### config.mk
export PLATFORM = sky130hd
export DESIGN_NAME = tlc_phase_scheduler
export DESIGN_NICKNAME = d
export VERILOG_FILES = /design/src/rtl/tlc_phase_scheduler.sv
export SDC_FILE = /design/constraint.sdc
export NUM_CORES = 1
export LEC_CHECK = 0
export ABC_AREA = 1
export BUFFER_PORTS_ARGS = -buffer_cell sky130_fd_sc_hd__buf_2
export CORE_MARGIN = 3
export CORE_UTILIZATION = 55
export DETAILED_ROUTE_END_ITERATION = 8
export PLACE_DENSITY = 0.78
export SLEW_MARGIN = 5
export SYNTH_ARGS = -nofsm -noshare
export SYNTH_HDL_FRONTEND = slang
export SYNTH_SLANG_ARGS = --single-unit
### constraint.sdc
create_clock -name clk -period 2.32 [get_ports clk]
set_input_delay 0.116 -clock clk [delete_from_list [all_inputs] [get_ports clk]]
set_output_delay 0.116 -clock clk [all_outputs]
set_load 0.01 [all_outputs]
### src/rtl/tlc_phase_scheduler.sv
`default_nettype none
// ============================================================================
// Module   : tlc_phase_scheduler
// Purpose  : Round-robin phase scheduler sequencing GREEN -> YELLOW -> ALLRED.
//            Optional emergency preemption when TLC_PREEMPT_EN is defined.
// Revision : 1.0
// ============================================================================
module tlc_phase_scheduler #(
  parameter int MIN_GREEN = 10,
  parameter int YELLOW_T  = 3,
  parameter int ALLRED_T  = 1
) (
  input  logic       clk,
  input  logic       reset,
  input  logic       tick,
  input  logic [3:0] req_in,
`ifdef TLC_PREEMPT_EN
  input  logic       preempt_req,
  input  logic [1:0] preempt_phase,
`endif
  output logic [1:0] phase_id,
  output logic [1:0] stage,
  output logic [7:0] timer,
  output logic [3:0] pending
);

  typedef enum logic [1:0] {
    ST_GREEN  = 2'd0,
    ST_YELLOW = 2'd1,
    ST_ALLRED = 2'd2
  } stage_t;

  stage_t     r_stage, w_stage_nxt;
  logic [1:0] r_phase, w_phase_nxt;
  logic [7:0] r_timer, w_timer_nxt;
  logic [3:0] r_pending, w_pending_nxt;

  logic [8:0] w_timer_p1;
  logic [3:0] w_green_mask;
  logic [3:0] w_others;
  logic [1:0] w_p1, w_p2, w_p3;
  logic [1:0] w_rr_phase;
  logic [1:0] w_next_phase;
  logic       w_pre_force;
  logic       w_pre_hold;
  logic       w_green_done;
  logic       w_change;
  logic [3:0] w_set;
  logic [3:0] w_clear;

  assign w_timer_p1   = {1'b0, r_timer} + 9'd1;
  assign w_green_mask = (r_stage == ST_GREEN) ? (4'b0001 << r_phase) : 4'b0000;
  assign w_others     = r_pending & ~(4'b0001 << r_phase);

  // Nearest pending phase after the current one; phase 0 when nothing waits.
  assign w_p1 = r_phase + 2'd1;
  assign w_p2 = r_phase + 2'd2;
  assign w_p3 = r_phase + 2'd3;
  assign w_rr_phase = r_pending[w_p1] ? w_p1 :
                      r_pending[w_p2] ? w_p2 :
                      r_pending[w_p3] ? w_p3 : 2'd0;

`ifdef TLC_PREEMPT_EN
  assign w_pre_force  = preempt_req && (r_phase != preempt_phase);
  assign w_pre_hold   = preempt_req && (r_phase == preempt_phase);
  assign w_next_phase = preempt_req ? preempt_phase : w_rr_phase;
`else
  assign w_pre_force  = 1'b0;
  assign w_pre_hold   = 1'b0;
  assign w_next_phase = w_rr_phase;
`endif

  // Side phases always hand back to the rest phase once minimum green is served.
  assign w_green_done = tick && !w_pre_hold &&
                        (w_pre_force ||
                         ((w_timer_p1 >= 9'(MIN_GREEN)) && ((|w_others) || (r_phase != 2'd0))));

  always_comb begin
    w_stage_nxt = r_stage;
    w_phase_nxt = r_phase;
    w_change    = 1'b0;
    w_clear     = 4'b0000;
    w_set       = req_in & ~w_green_mask;
    case (r_stage)
      ST_GREEN: begin
        if (w_green_done) begin
          w_change    = 1'b1;
          w_stage_nxt = r_phase[1] ? ST_ALLRED : ST_YELLOW;
        end
      end
      ST_YELLOW: begin
        if (tick && (w_timer_p1 == 9'(YELLOW_T))) begin
          w_change    = 1'b1;
          w_stage_nxt = ST_ALLRED;
        end
      end
      ST_ALLRED: begin
        if (tick && (w_timer_p1 == 9'(ALLRED_T))) begin
          w_change    = 1'b1;
          w_stage_nxt = ST_GREEN;
          w_phase_nxt = w_next_phase;
          w_clear     = 4'b0001 << w_next_phase;
        end
      end
      default: begin
        w_change    = 1'b1;
        w_stage_nxt = ST_GREEN;
        w_phase_nxt = 2'd0;
      end
    endcase

    w_pending_nxt = (r_pending | w_set) & ~w_clear;

    if (w_change) begin
      w_timer_nxt = 8'd0;
    end else if (tick && (r_timer != 8'hFF)) begin
      w_timer_nxt = r_timer + 8'd1;
    end else begin
      w_timer_nxt = r_timer;
    end
  end

  always_ff @(posedge clk or posedge reset) begin
    if (reset) begin
      r_stage   <= ST_GREEN;
      r_phase   <= 2'd0;
      r_timer   <= 8'd0;
      r_pending <= 4'b0000;
    end else begin
      r_stage   <= w_stage_nxt;
      r_phase   <= w_phase_nxt;
      r_timer   <= w_timer_nxt;
      r_pending <= w_pending_nxt;
    end
  end

  assign phase_id = r_phase;
  assign stage    = r_stage;
  assign timer    = r_timer;
  assign pending  = r_pending;

endmodule
`default_nettype wire

==> results.json, run 1 <==
{
  "run_status": "complete, no violations",
  "arrival_ns": 2.15,
  "yosysUniqueCellTypes": 24,
  "crit_cells": 13,
  "cts_sinks": 16,
  "hold_viol": 0,
  "cts_tree": "done",
  "synth_commonest_cells": "66 x nand2_1, 32 x inv_1, 26 x nor2_1, 19 x nand3_1, 16 x dfrtp_1",
  "syn-num-nets": 227,
  "seqCellArea_um2": 400,
  "worstSetupPathType": "reg2reg",
  "switching_power_mw": 0.733,
  "hold_class": "in2reg",
  "die_area_um2": 3080,
  "multi_input_area_um2": 812,
  "power_density_nw_per_um2": 945,
  "vias": 1384,
  "area_delta_synth_final_pct": 13.0,
  "pre_cts_ws_ns": 0.363,
  "cts_root_buf": "clkbuf_4",
  "worst-path-buf-inv": 2,
  "crit_family": "simple AND/OR/NAND/NOR gates",
  "fp.dieW_um": 55.5,
  "required_ns": 2.51,
  "ys_ff_latch": 16,
  "worstMarginPinSlew_ns": 0.615,
  "max-cap-violations": 0,
  "finalWeightedCongestion": 0.875,
  "maxSlewViolCount": 0,
  "synth_top_cell_by_area": "dfrtp_1",
  "vias_per_cell": 5.22,
  "grt_max_degree": 17,
  "synth_top_area_share": 0.297,
  "yosys_warnings": 0,
  "seqPwrFrac": 0.305,
  "dp_cells": 261,
  "post-synth-top-count-cell": "nand2_1",
  "drt_iter0_drc": 58,
  "max-vdd-ir-drop_mv": 0.657,
  "seq_area_frac_synth": 0.297,
  "leakage_nw": 0.824,
  "io_pins": 23,
  "period_needed_ns": 1.96,
  "dr.pass1.iters": 4,
  "hpwl_um": 2620,
  "rrSetupSlack_ns": 0.36,
  "p_sw_frac": 0.510,
  "avgSynthCellArea_um2": 6.35,
  "period_share": 0.844,
  "cts_buffers": 3,
  "dieHeight_um": 55.5,
  "antenna_left": 0,
  "total_power_mw": 1.44,
  "clockBufferDepth": 2,
  "cts.clk_slew.worst_paths_ns": 0.10,
  "cts_resized": 0,
  "initial_core_util": 0.592,
  "grt_first_pass_wirelength_um": 5710,
  "synth-async-reset-ratio": 1.00,
  "synthCells": 212,
  "slowest_delay_ns": 0.45,
  "setup_viol": 0,
  "clk_latency_ns": 0.28,
  "fin_nets": 254,
  "wirelength_um": 3180,
  "syn_area_um2": 1350,
  "combPwrFrac": 0.597,
  "grt_remaining_overflow": 0,
  "io_buffers": 22,
  "stdcell_count": 265,
  "max_freq_mhz": 511,
  "slowest_stage": "dfrtp_1",
  "wl_per_cell_um": 12.0,
  "ctsHoldBuffers": 1,
  "core_area_um2": 2280,
  "grt_pass1_vias": 1311,
  "postCtsSetupRepairBufs": 0,
  "row_count": 17,
  "holdPathStages": 5,
  "setup.worst_path.start_class": "register",
  "cp-end-kind": "register",
  "hold_slack_ns": 0.114,
  "fin_ws_ns": 0.363,
  "fillCellCount": 216,
  "power_frac_clock": 0.098,
  "synth_edf_count": 0,
  "reg2reg_depth": 13,
  "cpMostUsedCell": "nand2_1",
  "drc": 0,
  "synth_area_leaders": "dfrtp_1 30%, nand2_1 18%, inv_1 8.9%, ha_1 7.4%, nor2_1 7.2%",
  "internal_power_mw": 0.704,
  "rsz0062_at_grt": "no",
  "antenna_found_initial": 0,
  "grt_usage": 0.225,
  "htreeDepth": 1,
  "crit_chain": "ha_1 > nand2_2 > nor2_1 > nand2_1 > nand2_2 > inv_2 > nand2_1 > nor2_1 > nand3_2 > nor2_1 > nand2_1 > nand2_1 > inv_1",
  "cp_max_fo": 11,
  "slew_headroom": 0.590,
  "drive_gt1_frac": 0.169,
  "num_antenna_cells": 0,
  "ys.flop_type": "dfrtp_1",
  "tns_ns": 0,
  "clock_skew_ns": 0.0145
}
[cells by family after synthesis]
family | Yosys count | share of synthesized area
AND/OR/NAND/NOR | 126 | 0.417
buffers and inverters | 35 | 0.0994
AO/OA/AOI/OAI | 26 | 0.105
flip-flops | 16 | 0.297
adder cells (fa/ha/maj) | 8 | 0.0744
XOR/XNOR | 1 | 0.00651
[cells in the final DEF (no fill, tap or decap), drive strengths merged, types with 3 or more instances in the layout]
| cell type | instances |
|---|---|
| ha | 8 |
| nand3 | 23 |
| a21oi | 7 |
| clkbuf | 3 |
| nor2 | 30 |
| nand2 | 71 |
| dfrtp | 16 |
| o21ai | 14 |
| buf | 23 |
| inv | 33 |
[worst paths after layout]
check	endpoint	from
min in group asynchronous	pending[1]	reset
setup / recovery	pending[1]	timer[1]
hold reg to reg	pending[0]	pending[0]
max in group asynchronous	pending[2]	reset
setup reg to reg	pending[1]	timer[1]
hold / removal	pending[1]	req_in[1]
[sequential cells by signal, indices dropped and copies added (netlist names)]
signal    flops
phase_id      2
timer         8
pending       4
stage         2
[through the flow]
step / cell area [um2] / utilization
global placement: 1490 / 0.654
detailed placement: 1490 / 0.654
finish: 1520 / 0.668
floorplan: 1350 / -
global route: 1520 / 0.668
CTS: 1520 / 0.668
[power by group through the flow]
stage / Sequential (mW) / Clock, mW / Combinational (mW)
after floorplan: 0.463 / 0 / 0.596
after global placement: 0.437 / 0 / 0.824
after detailed placement: 0.442 / 0 / 0.847
after CTS: 0.437 / 0.145 / 0.853
after global routing: 0.451 / 0.158 / 0.992
final: 0.438 / 0.141 / 0.858
[metal layers]
| layer | global-route usage | routed length [um] | vias to the layer above |
|---|---|---|---|
| met5 | 0 | 0 | - |
| li1 | - | - | 711 |
| met4 | 0.0451 | 18 | 0 |
| met1 | 0.320 | 1510 | 631 |
| met2 | 0.358 | 1480 | 38 |
| met3 | 0.0397 | 170 | 4 |
[cell type report]
class / count / share of cell area
Clock buffer: 3 / 0.0148
Inverter: 33 / 0.0814
Multi-Input combinational cell: 161 / 0.534
Sequential cell: 16 / 0.263
Tap cell: 28 / 0.0230
Timing Repair Buffer: 24 / 0.0839
[worst min-delay path: stages]
cell,delay (ns)
buf_2,0.08
nand2_1,0.04
nand2_1,0.05
nand2_1,0.04
inv_1,0.04
No activity file was read; power rests on OpenSTA's default activity.
==> run 2: changes to the inputs <==
--- a/config.mk
+++ b/config.mk
@@ -5,12 +5,12 @@
 export SDC_FILE = /design/constraint.sdc
 export NUM_CORES = 1
 export LEC_CHECK = 0
-export ABC_AREA = 1
+export ABC_AREA = 0
 export BUFFER_PORTS_ARGS = -buffer_cell sky130_fd_sc_hd__buf_2
 export CORE_MARGIN = 3
-export CORE_UTILIZATION = 55
+export CORE_UTILIZATION = 51
 export DETAILED_ROUTE_END_ITERATION = 8
-export PLACE_DENSITY = 0.78
+export PLACE_DENSITY = 0.76
 export SLEW_MARGIN = 5
 export SYNTH_ARGS = -nofsm -noshare
 export SYNTH_HDL_FRONTEND = slang
==> constraint.sdc (replaced) <==
create_clock -name clk -period 1.8 [get_ports clk]
set_input_delay 0.09 -clock clk [delete_from_list [all_inputs] [get_ports clk]]
set_output_delay 0.09 -clock clk [all_outputs]
set_load 0.01 [all_outputs]
==> run 2 against run 1 <==
Against the previous run: the flow now finishes with violations (setup timing); final cell count decreased by 5.7%; sequential power rose by 34%; global-route usage rose by 4.0 points; clock skew down 0.012 ns; maximum frequency is 3.9% higher; non-clock buffer count grew 36; hold slack worse by 0.023 ns; critical endpoint is now pending[3]; highest routed layer unchanged.
==> results.json, run 2 <==
{
  "fp.dieW_um": 59.6,
  "wl_per_cell_um": 18.4,
  "clockBufferDepth": 2,
  "place_area_um2": 1800,
  "antenna_left": 0,
  "cts.clk_slew.worst_paths_ns": 0.11,
  "hpwl_um": 3060,
  "io_pins": 23,
  "yosysUniqueCellTypes": 49,
  "drc": 0,
  "ys.flop_type": "dfrtp_1",
  "wirelength_um": 4600,
  "initial_core_util": 0.565,
  "fin_ws_ns": -0.0830,
  "avgSynthCellArea_um2": 8.82,
  "cts_tree": "done",
  "largest_reg_flops": 8,
  "rsz0062_at_grt": "yes",
  "num_antenna_cells": 0,
  "arrival_ns": 2.05,
  "grt_usage": 0.265,
  "core_area_um2": 2590,
  "slew_headroom": 0.548,
  "crit_family": "simple AND/OR/NAND/NOR gates",
  "antenna_found_initial": 0,
  "required_ns": 1.97,
  "violations": "setup timing",
  "clock_skew_ns": 0.00208,
  "hold_class": "in2reg",
  "vias_per_cell": 6.31,
  "htreeDepth": 1,
  "area_delta_synth_final_pct": 39.7,
  "hold_slack_ns": 0.0909,
  "maxSlewViolCount": 0,
  "dp_cells": 234,
  "grt_max_degree": 17,
  "cp_max_fo": 6,
  "crit_chain": "ha_4 > buf_6 > nand4_1 > o21a_4 > nand3_4 > nor4_4 > a21oi_1",
  "drt_iter0_drc": 110,
  "crit-reg2reg-launch": "timer[1]",
  "max_freq_mhz": 531,
  "clk_latency_ns": 0.30,
  "synth_top_area_share": 0.274,
  "seq_area_frac_synth": 0.274,
  "drive_gt1_frac": 0.477,
  "io_buffers": 22,
  "yosys_warnings": 0,
  "synth_edf_count": 0,
  "final_area_um2": 2040,
  "hold_viol": 0,
  "synth_area_leaders": "dfrtp_1 27%, ha_1 6.8%, o21ai_0 5.1%, a21oi_1 4.1%, nand2_1 4.1%",
  "total_power_mw": 3.03,
  "syn-num-nets": 181,
  "final_cell_mix": "33 x buf_4, 22 x buf_2, 16 x nand2_1",
  "slowest_delay_ns": 0.46,
  "setup.worst_path.start_class": "register",
  "setup_viol": 13,
  "slowest_stage": "dfrtp_2",
  "cts_root_buf": "clkbuf_4",
  "worstSetupPathType": "reg2reg",
  "cts_sinks": 16,
  "die_area_um2": 3550,
  "stdcell_count": 250,
  "final_common_cell": "buf_4",
  "cp-end-kind": "register",
  "fin_nets": 236,
  "synth_top_cell_by_area": "dfrtp_1",
  "dieHeight_um": 59.6,
  "worstHoldStart": "req_in[2]",
  "period_share": 1.05,
  "run_status": "finished with violations",
  "grt_first_pass_wirelength_um": 7150,
  "vias": 1578,
  "synth_commonest_cells": "16 x dfrtp_1, 16 x nand2_1, 15 x o21ai_0, 12 x a21oi_1, 10 x inv_1",
  "worstMarginPinSlew_ns": 0.677,
  "power_density_nw_per_um2": 1480,
  "cts_buffers": 3,
  "leakage_nw": 0.878,
  "period_needed_ns": 1.88,
  "synthCells": 166,
  "worst-path-buf-inv": 1,
  "max-vdd-ir-drop_mv": 1.24,
  "syn_area_um2": 1460,
  "grt_pass1_vias": 1533,
  "finalWeightedCongestion": 0.912,
  "crit_start": "timer[1]",
  "synth-async-reset-ratio": 1.00,
  "ys_ff_latch": 16,
  "row_count": 18,
  "max-cap-violations": 0,
  "grt_remaining_overflow": 0,
  "dr.pass1.iters": 4
}
[run 2: final timing paths]
| path | end | slack (ns) | cells after the start |
|---|---|---|---|
| setup / recovery | pending[3] | -0.08 | 7 |
| hold / removal | pending[2] | 0.09 | 3 |
| setup reg to reg | pending[3] | -0.08 | 7 |
| hold reg to reg | phase_id[0] | 0.72 | 3 |
| max in group asynchronous | phase_id[0] | 0.91 | 3 |
| min in group asynchronous | stage[0] | 0.42 | 3 |
[run 2: cell type report]
class                   instances  area (um2)
multi-input cells             129        1100
fillers                       152         546
repair buffers                 60         422
flip-flops and latches         16         404
inverters                      11        41.3
well taps                      30        37.5
clock buffers                   4        36.3
[run 2: per-layer routing]
metal  wire [um]  vias to the layer above  global-route usage
met5           0                        -                   0
met4          26                        0              0.0633
met3         355                        6              0.0479
met2        2250                       82               0.462
met1        1960                      764               0.339
li1            -                      726                   -
[run 2: where the power goes]
part	switching, mW	leakage, nW	internal, mW
clock network	0.135	0.0210	0.123
registers	0.128	0.183	0.457
logic	1.14	0.674	1.05
total	1.40	0.878	1.63
[run 2: repair_timing]
item                                    in CTS  in global routing
buffers inserted                             7                  4
endpoints found under the setup margin      16                 16
pin swaps                                   16                 11
resized for setup                           22                 12
hold buffers                                 1                  0
hold endpoints to repair                    16                  0
[run 2: metrics by stage]
step | utilization | TNS (ns) | worst slack [ns]
detailed placement | 0.696 | -1.20 | -0.155
finish | 0.789 | -0.526 | -0.0830
floorplan | - | -0.361 | -0.0962
CTS | 0.759 | -0.103 | -0.0374
global placement | 0.696 | -0.329 | -0.0919
global route | 0.789 | -1.98 | -0.165
[run 2: worst register-to-register path, delay by kind of cell (launching register included)]
kind | cells | cell delay (ns)
and+or+nand+nor | 3 | 0.61
buffers and inverters | 1 | 0.12
DFF | 1 | 0.46
AOI/OAI and AO/OA | 2 | 0.37
adders and majority gates | 1 | 0.19
[run 2: kinds of logic (layout without fill, tap and decap cells)]
logic type / after synthesis / count (layout) / synth area share
flip-flops: 16 / 16 / 0.274
AO/OA/AOI/OAI: 60 / 60 / 0.300
adder cells (fa/ha/maj): 8 / 8 / 0.0684
XOR/XNOR: 2 / 2 / 0.0120
multiplexers: 9 / 9 / 0.0726
AND/OR/NAND/NOR: 50 / 50 / 0.190
buffers and inverters: 21 / 75 / 0.0838
